$ cat config.mk
export PLATFORM = sky130hd
export DESIGN_NAME = ray_fifo_arbiter
export DESIGN_NICKNAME = d
export VERILOG_FILES = /design/src/rtl/ray_fifo_arbiter_pkg.sv /design/src/rtl/ray_fifo_arbiter_rr_pick.sv /design/src/rtl/ray_fifo_arbiter.sv
export SDC_FILE = /design/constraint.sdc
export NUM_CORES = 1
export LEC_CHECK = 0
export ABC_AREA = 1
export BUFFER_PORTS_ARGS = -buffer_cell sky130_fd_sc_hd__clkbuf_2
export CORE_AREA = 3 3 194 196
export CTS_CLUSTER_DIAMETER = 60
export DETAILED_ROUTE_END_ITERATION = 8
export DIE_AREA = 0 0 197 199
export PLACE_DENSITY = 0.51
export SETUP_SLACK_MARGIN = 0.3
export SLEW_MARGIN = 10
export SYNTH_ARGS = -nofsm -noshare
export SYNTH_HDL_FRONTEND = slang
export SYNTH_SLANG_ARGS = --single-unit
$ cat constraint.sdc
create_clock -name clock -period 5.8 [get_ports clock]
set_input_delay 0.58 -clock clock [delete_from_list [all_inputs] [get_ports clock]]
set_output_delay 0.58 -clock clock [all_outputs]
set_load 0.02 [all_outputs]
$ cat src/rtl/ray_fifo_arbiter_pkg.sv
// Shared types and default sizing for the ray FIFO arbiter.
package ray_arb_pkg;

    typedef enum logic {
        IDLE,
        BURST
    } arb_state_t;

    localparam int DEF_NUM_REQ   = 4;
    localparam int DEF_BURST_LEN = 4;

endpackage

$ cat src/rtl/ray_fifo_arbiter_rr_pick.sv
// Round-robin search: first set bit of req at or after start, wrapping at NUM_REQ-1.
module rr_pick #(
    parameter int NUM_REQ = 4,
    parameter int ID_W    = $clog2(NUM_REQ)
) (
    input  logic [NUM_REQ-1:0] req,
    input  logic [ID_W-1:0]    start,
    output logic               found,
    output logic [ID_W-1:0]    idx
);

    always_comb begin
        int k;
        logic [ID_W-1:0] kk;
        found = 1'b0;
        idx   = '0;
        k     = 0;
        kk    = '0;
        for (int i = 0; i < NUM_REQ; i++) begin
            k = int'(start) + i;
            if (k >= NUM_REQ) k = k - NUM_REQ;
            kk = ID_W'(k);
            if (!found && req[kk]) begin
                found = 1'b1;
                idx   = kk;
            end
        end
    end

endmodule

$ cat src/rtl/ray_fifo_arbiter.sv
// Burst round-robin arbiter feeding one registered vector stage into a fifo_array.
module ray_fifo_arbiter
    import ray_arb_pkg::*;
#(
    parameter int FIFO_DATA_WIDTH = 32,
    parameter int ARRAY_SIZE      = 3,
    parameter int NUM_REQ         = DEF_NUM_REQ,
    parameter int BURST_LEN       = DEF_BURST_LEN
) (
    input  logic                                                     clock,
    input  logic                                                     reset,
    input  logic                                                     flush,
    input  logic [NUM_REQ-1:0]                                       req_valid,
    input  logic signed [NUM_REQ-1:0][ARRAY_SIZE-1:0][FIFO_DATA_WIDTH-1:0] req_data,
    output logic [NUM_REQ-1:0]                                       req_ready,
    input  logic                                                     fifo_full,
    output logic                                                     fifo_wr_en,
    output logic signed [ARRAY_SIZE-1:0][FIFO_DATA_WIDTH-1:0]        fifo_din,
    output logic [$clog2(NUM_REQ)-1:0]                               grant_id,
    output logic                                                     busy
);

    localparam int ID_W  = $clog2(NUM_REQ);
    localparam int CNT_W = $clog2(BURST_LEN + 1);
    localparam logic [CNT_W-1:0] CNT_MAX  = CNT_W'(BURST_LEN);
    localparam logic [ID_W-1:0]  LAST_ID  = ID_W'(NUM_REQ - 1);

    arb_state_t       state;
    logic [CNT_W-1:0] cnt;
    logic [ID_W-1:0]  rr_ptr;
    logic             out_valid;

    logic             ready_int;
    logic             hold;
    logic             release_now;
    logic             accept;
    logic [ID_W-1:0]  next_ptr;
    logic [ID_W-1:0]  pick_start;
    logic [ID_W-1:0]  pick_idx;
    logic             pick_found;
    logic [ID_W-1:0]  sel;

    rr_pick #(
        .NUM_REQ (NUM_REQ),
        .ID_W    (ID_W)
    ) u_rr_pick (
        .req   (req_valid),
        .start (pick_start),
        .found (pick_found),
        .idx   (pick_idx)
    );

    // Owner keeps the grant while it has data and burst budget; otherwise the
    // search restarts just past it so the release and the new grant share a cycle.
    always_comb begin
        ready_int   = !out_valid || !fifo_full;
        next_ptr    = (grant_id == LAST_ID) ? '0 : grant_id + 1'b1;
        hold        = (state == BURST) && req_valid[grant_id] && (cnt < CNT_MAX);
        release_now = (state == BURST) && !hold;
        pick_start  = release_now ? next_ptr : rr_ptr;
        sel         = hold ? grant_id : pick_idx;
        accept      = ready_int && !flush && !reset && (hold || pick_found);
        req_ready   = accept ? (NUM_REQ'(1) << sel) : '0;
        fifo_wr_en  = out_valid && !fifo_full && !reset;
        busy        = !reset && ((state == BURST) || out_valid);
    end

    always_ff @(posedge clock) begin
        if (reset) begin
            state     <= IDLE;
            cnt       <= '0;
            rr_ptr    <= '0;
            out_valid <= 1'b0;
            fifo_din  <= '0;
            grant_id  <= '0;
        end else if (flush) begin
            state     <= IDLE;
            cnt       <= '0;
            out_valid <= 1'b0;
        end else begin
            if (accept) begin
                out_valid <= 1'b1;
                fifo_din  <= req_data[sel];
            end else if (fifo_wr_en) begin
                out_valid <= 1'b0;
            end

            if (hold) begin
                if (accept) cnt <= cnt + 1'b1;
            end else begin
                if (release_now) rr_ptr <= next_ptr;
                if (accept) begin
                    state    <= BURST;
                    cnt      <= CNT_W'(1);
                    grant_id <= pick_idx;
                end else begin
                    state    <= IDLE;
                    cnt      <= '0;
                end
            end
        end
    end

endmodule

==> qor.txt <==
routed length per placed instance - 18.4 um
Final #Nets - 2026
CTS sink cnt - 105
Sw Ratio - 0.483
first-pass GRT wire length - 57.7 mm
multiplexer share of the synthesized area - 0
die area - 39200 um^2
most area-consuming cells after synthesis - nand3_1 (33%), dfxtp_1 (28%), nand2_1 (13%), a21oi_1 (6.7%), o21ai_0 (6.5%)
Worst setup EP type - primary output
DR iter-0 viols - 528
Reg-to-Reg Start - grant_id[0]
Vias - 10300
core area - 36300 um^2
final worst path period need - 4.54 ns
Min-Delay Path Class - reg -> reg
crit path buf inv count - 2
row count - 70
final core utilization - 0.287
Worst Tran Pin Value - 0.996 ns
Reg power frac - 0.245
Comb pwr share - 0.560
Hold WS - 0.472 ns
max incr delay on CP - 0.53 ns
Clock Power Share - 0.195
final hold violation count - 0
placed wire-length estimate - 28.9 mm
antenna violations before repair - 8
Cells after Synth - 1240
DR DRC count - 0
Critical Path Source Type - register
main combinational cell family by area after synthesis - simple AND/OR/NAND/NOR gates
H-tree depth - 3
Async SR Flop Fraction - 0
post-synth top area share - 0.328
Crit. Startpoint - grant_id[0]
vias per inst - 4.90
hold wc startpoint - cnt[1]
simple-gate share of the synthesized area - 0.482
share of cells above drive strength 1 - 0.329
Post-synth EDFFs - 0
Post-CTS Hold Fix Bufs - 0
CTS buffer count - 9
filler cell count - 4145
CTS tree - done
GRT Residual Overflow - 0
most used cell, CP - nand2_1
clock-pin slew on the worst setup and hold paths - 0.07 ns
Pint - 1.79 mW
Pins Over Slew Limit - 0
Layout Skew - 0.0109 ns
Post-Place Cells - 2089
worst rel slew slack - 0.336
Seq. cell area - 2100 um^2
most frequent cell after synthesis - nand3_1
synth unique cells - 25
Seq/Total Area, Yosys - 0.280
GRT Total Usage - 0.188
Synthesized Nets - 1634
WP data required - 5.22 ns
slowest stage cell, crit path - dfxtp_1
#FFs+latches synth - 105
post-synthesis xor/xnor area fraction - 0.00117
Max Freq - 220 MHz
GPL Wtd Cong - 0.880
Root Buffer - clkbuf_16
largest net degree at the start of global routing - 194
crit path DAT - 3.96 ns
I/O pins - 496
latest clock arrival within the worst-skew pair - 0.36 ns
Worst path top cell family by delay - simple AND/OR/NAND/NOR gates
vias in the first global route - 10100
synthesized area - 7500 um^2
Leak - 5.49 nW
Final ANT Viol Nets - 0
PwrDens - 333 nW/um^2
area delta synth->final - 38.6%
area leader, netlist - nand3_1
Adder-Cell Fraction of Synth Area - 0.00334
Post-CTS Setup Inserts - 0
Sw Pwr - 1.67 mW
max cap viols - 0
drt first pass iters - 5
Final Routed Wirelength - 38.9 mm
Die Y - 199 um
Non-Filler Instances - 2108
Ys Warns - 0
Final setup viols - 0
CTS Buffer Depth - 2
Setup Total Neg Slack - 0 ns
worst path cell trace - inv_2 > nand2_1 > nand3_1 > nand3_1 > nand2_1 > nand2_1 > nand2_2 > nand2_1 > nand2_1 > nand2_1 > nand2_1 > nand4_1 > nand3_1 > nand2_1 > nand2_4 > nor3_1 > clkbuf_2
Post-CTS Resized - 0
crit-path max FO - 59
chip width - 197 um
Multi-input gate area - 4720 um^2
most instantiated cells after synthesis - nand3_1 (492), nand2_1 (268), dfxtp_1 (105)
Primary FF master, synth - dfxtp_1
Final period util - 0.782
syn avg cell area - 6.05 um^2
RSZ-0062 raised after global routing - false
Max VDD drop - 0.000282 V
outcome - finished clean
compound-gate portion of the synthesized area - 0.136
CP Class - reg -> out
buffers added on ports - 495
Initial Util - 0.207
-- state kept, by name (all words and copies together), names as in the netlist --
register   count
fifo_din      96
rr_ptr         2
grant_id       2
cnt            3
out_valid      1
state          1
-- area by class of cell --
class	instances	area share
timing repair buffer	508	0.250
multi-input combinational	991	0.454
inverter	17	0.00626
sequential	105	0.202
tap	468	0.0563
clock inverter	3	0.00445
clock buffer	13	0.0260
antenna	3	0.000722
-- layout by cell type, fill, tap and decap left out --
master	count
buf_4	11
a21oi_1	100
diode_2	3
nor3_1	5
clkinv_2	1
nand3_2	1
bufinv_16	1
clkbuf_16	9
a211oi_1	2
nand2_2	2
clkinvlp_4	1
nand2_4	5
ha_1	2
nand3_4	1
clkbuf_2	495
nand2_1	265
inv_1	15
or2_2	1
dfxtp_1	105
a21boi_0	1
nand3_1	492
clkbuf_1	1
nor2_4	1
xor2_1	1
nand3b_1	1
o21ai_0	98
inv_6	1
clkbuf_8	3
buf_12	2
nor2_1	8
nand4_1	3
a21boi_4	1
inv_2	1
nor2_2	1
-- cell families after synthesis --
group | Yosys count
buffers and inverters | 144
adders and majority gates | 2
AOI/OAI and AO/OA | 202
DFF | 105
xor gates and xnor gates | 1
and+or+nand+nor | 786
-- metrics by stage --
stage | cell area [um^2] | total power [mW] | setup WS, ns
2_1_floorplan | 7500 | 2.28 | 2.58
4_1_cts | 10400 | 3.52 | 1.23
3_3_place_gp | 10100 | 2.82 | 1.52
5_1_grt | 10400 | 3.78 | 0.769
3_5_place_dp | 10100 | 2.82 | 1.48
6_report | 10400 | 3.47 | 1.26
-- worst reg2reg max path, cell delays in order (launching register included) --
cell,delay [ns]
dfxtp_1,0.53
nand2_1,0.09
nand3_1,0.09
nand3_1,0.43
nand2_1,0.29
nand2_1,0.11
nand2_2,0.21
nand2_1,0.08
nand2_1,0.13
nand2_1,0.06
nand2_1,0.12
nand4_1,0.09
nand3_1,0.19
nand2_1,0.12
nand2_4,0.61
buf_4,0.54
nand3_1,0.18
nand2_1,0.09
a21oi_1,0.06
-- worst paths after layout --
path | endpoint | slack, ns | cells after the start
worst max-delay path | req_ready[0] | 1.26 | 17
worst min-delay path | cnt[1] | 0.47 | 2
worst max register to register | fifo_din[46] | 1.63 | 18
worst min register to register | cnt[1] | 0.47 | 2
-- routing by layer --
layer,share of wire,vias to the layer above,global-route usage
met5,0.0013,-,0
met4,0.031,8,0.0678
met3,0.087,57,0.0556
met2,0.48,453,0.326
met1,0.40,4720,0.221
li1,-,5098,-
-- power by group through the flow --
stage | Clock, mW | Combinational, mW | Sequential (mW)
global placement | 0 | 1.95 | 0.865
global route | 0.728 | 2.19 | 0.860
detailed placement | 0 | 1.96 | 0.865
finish | 0.675 | 1.94 | 0.851
floorplan | 0 | 1.33 | 0.957
CTS | 0.710 | 1.96 | 0.850
(Power assumes the default switching activity.)
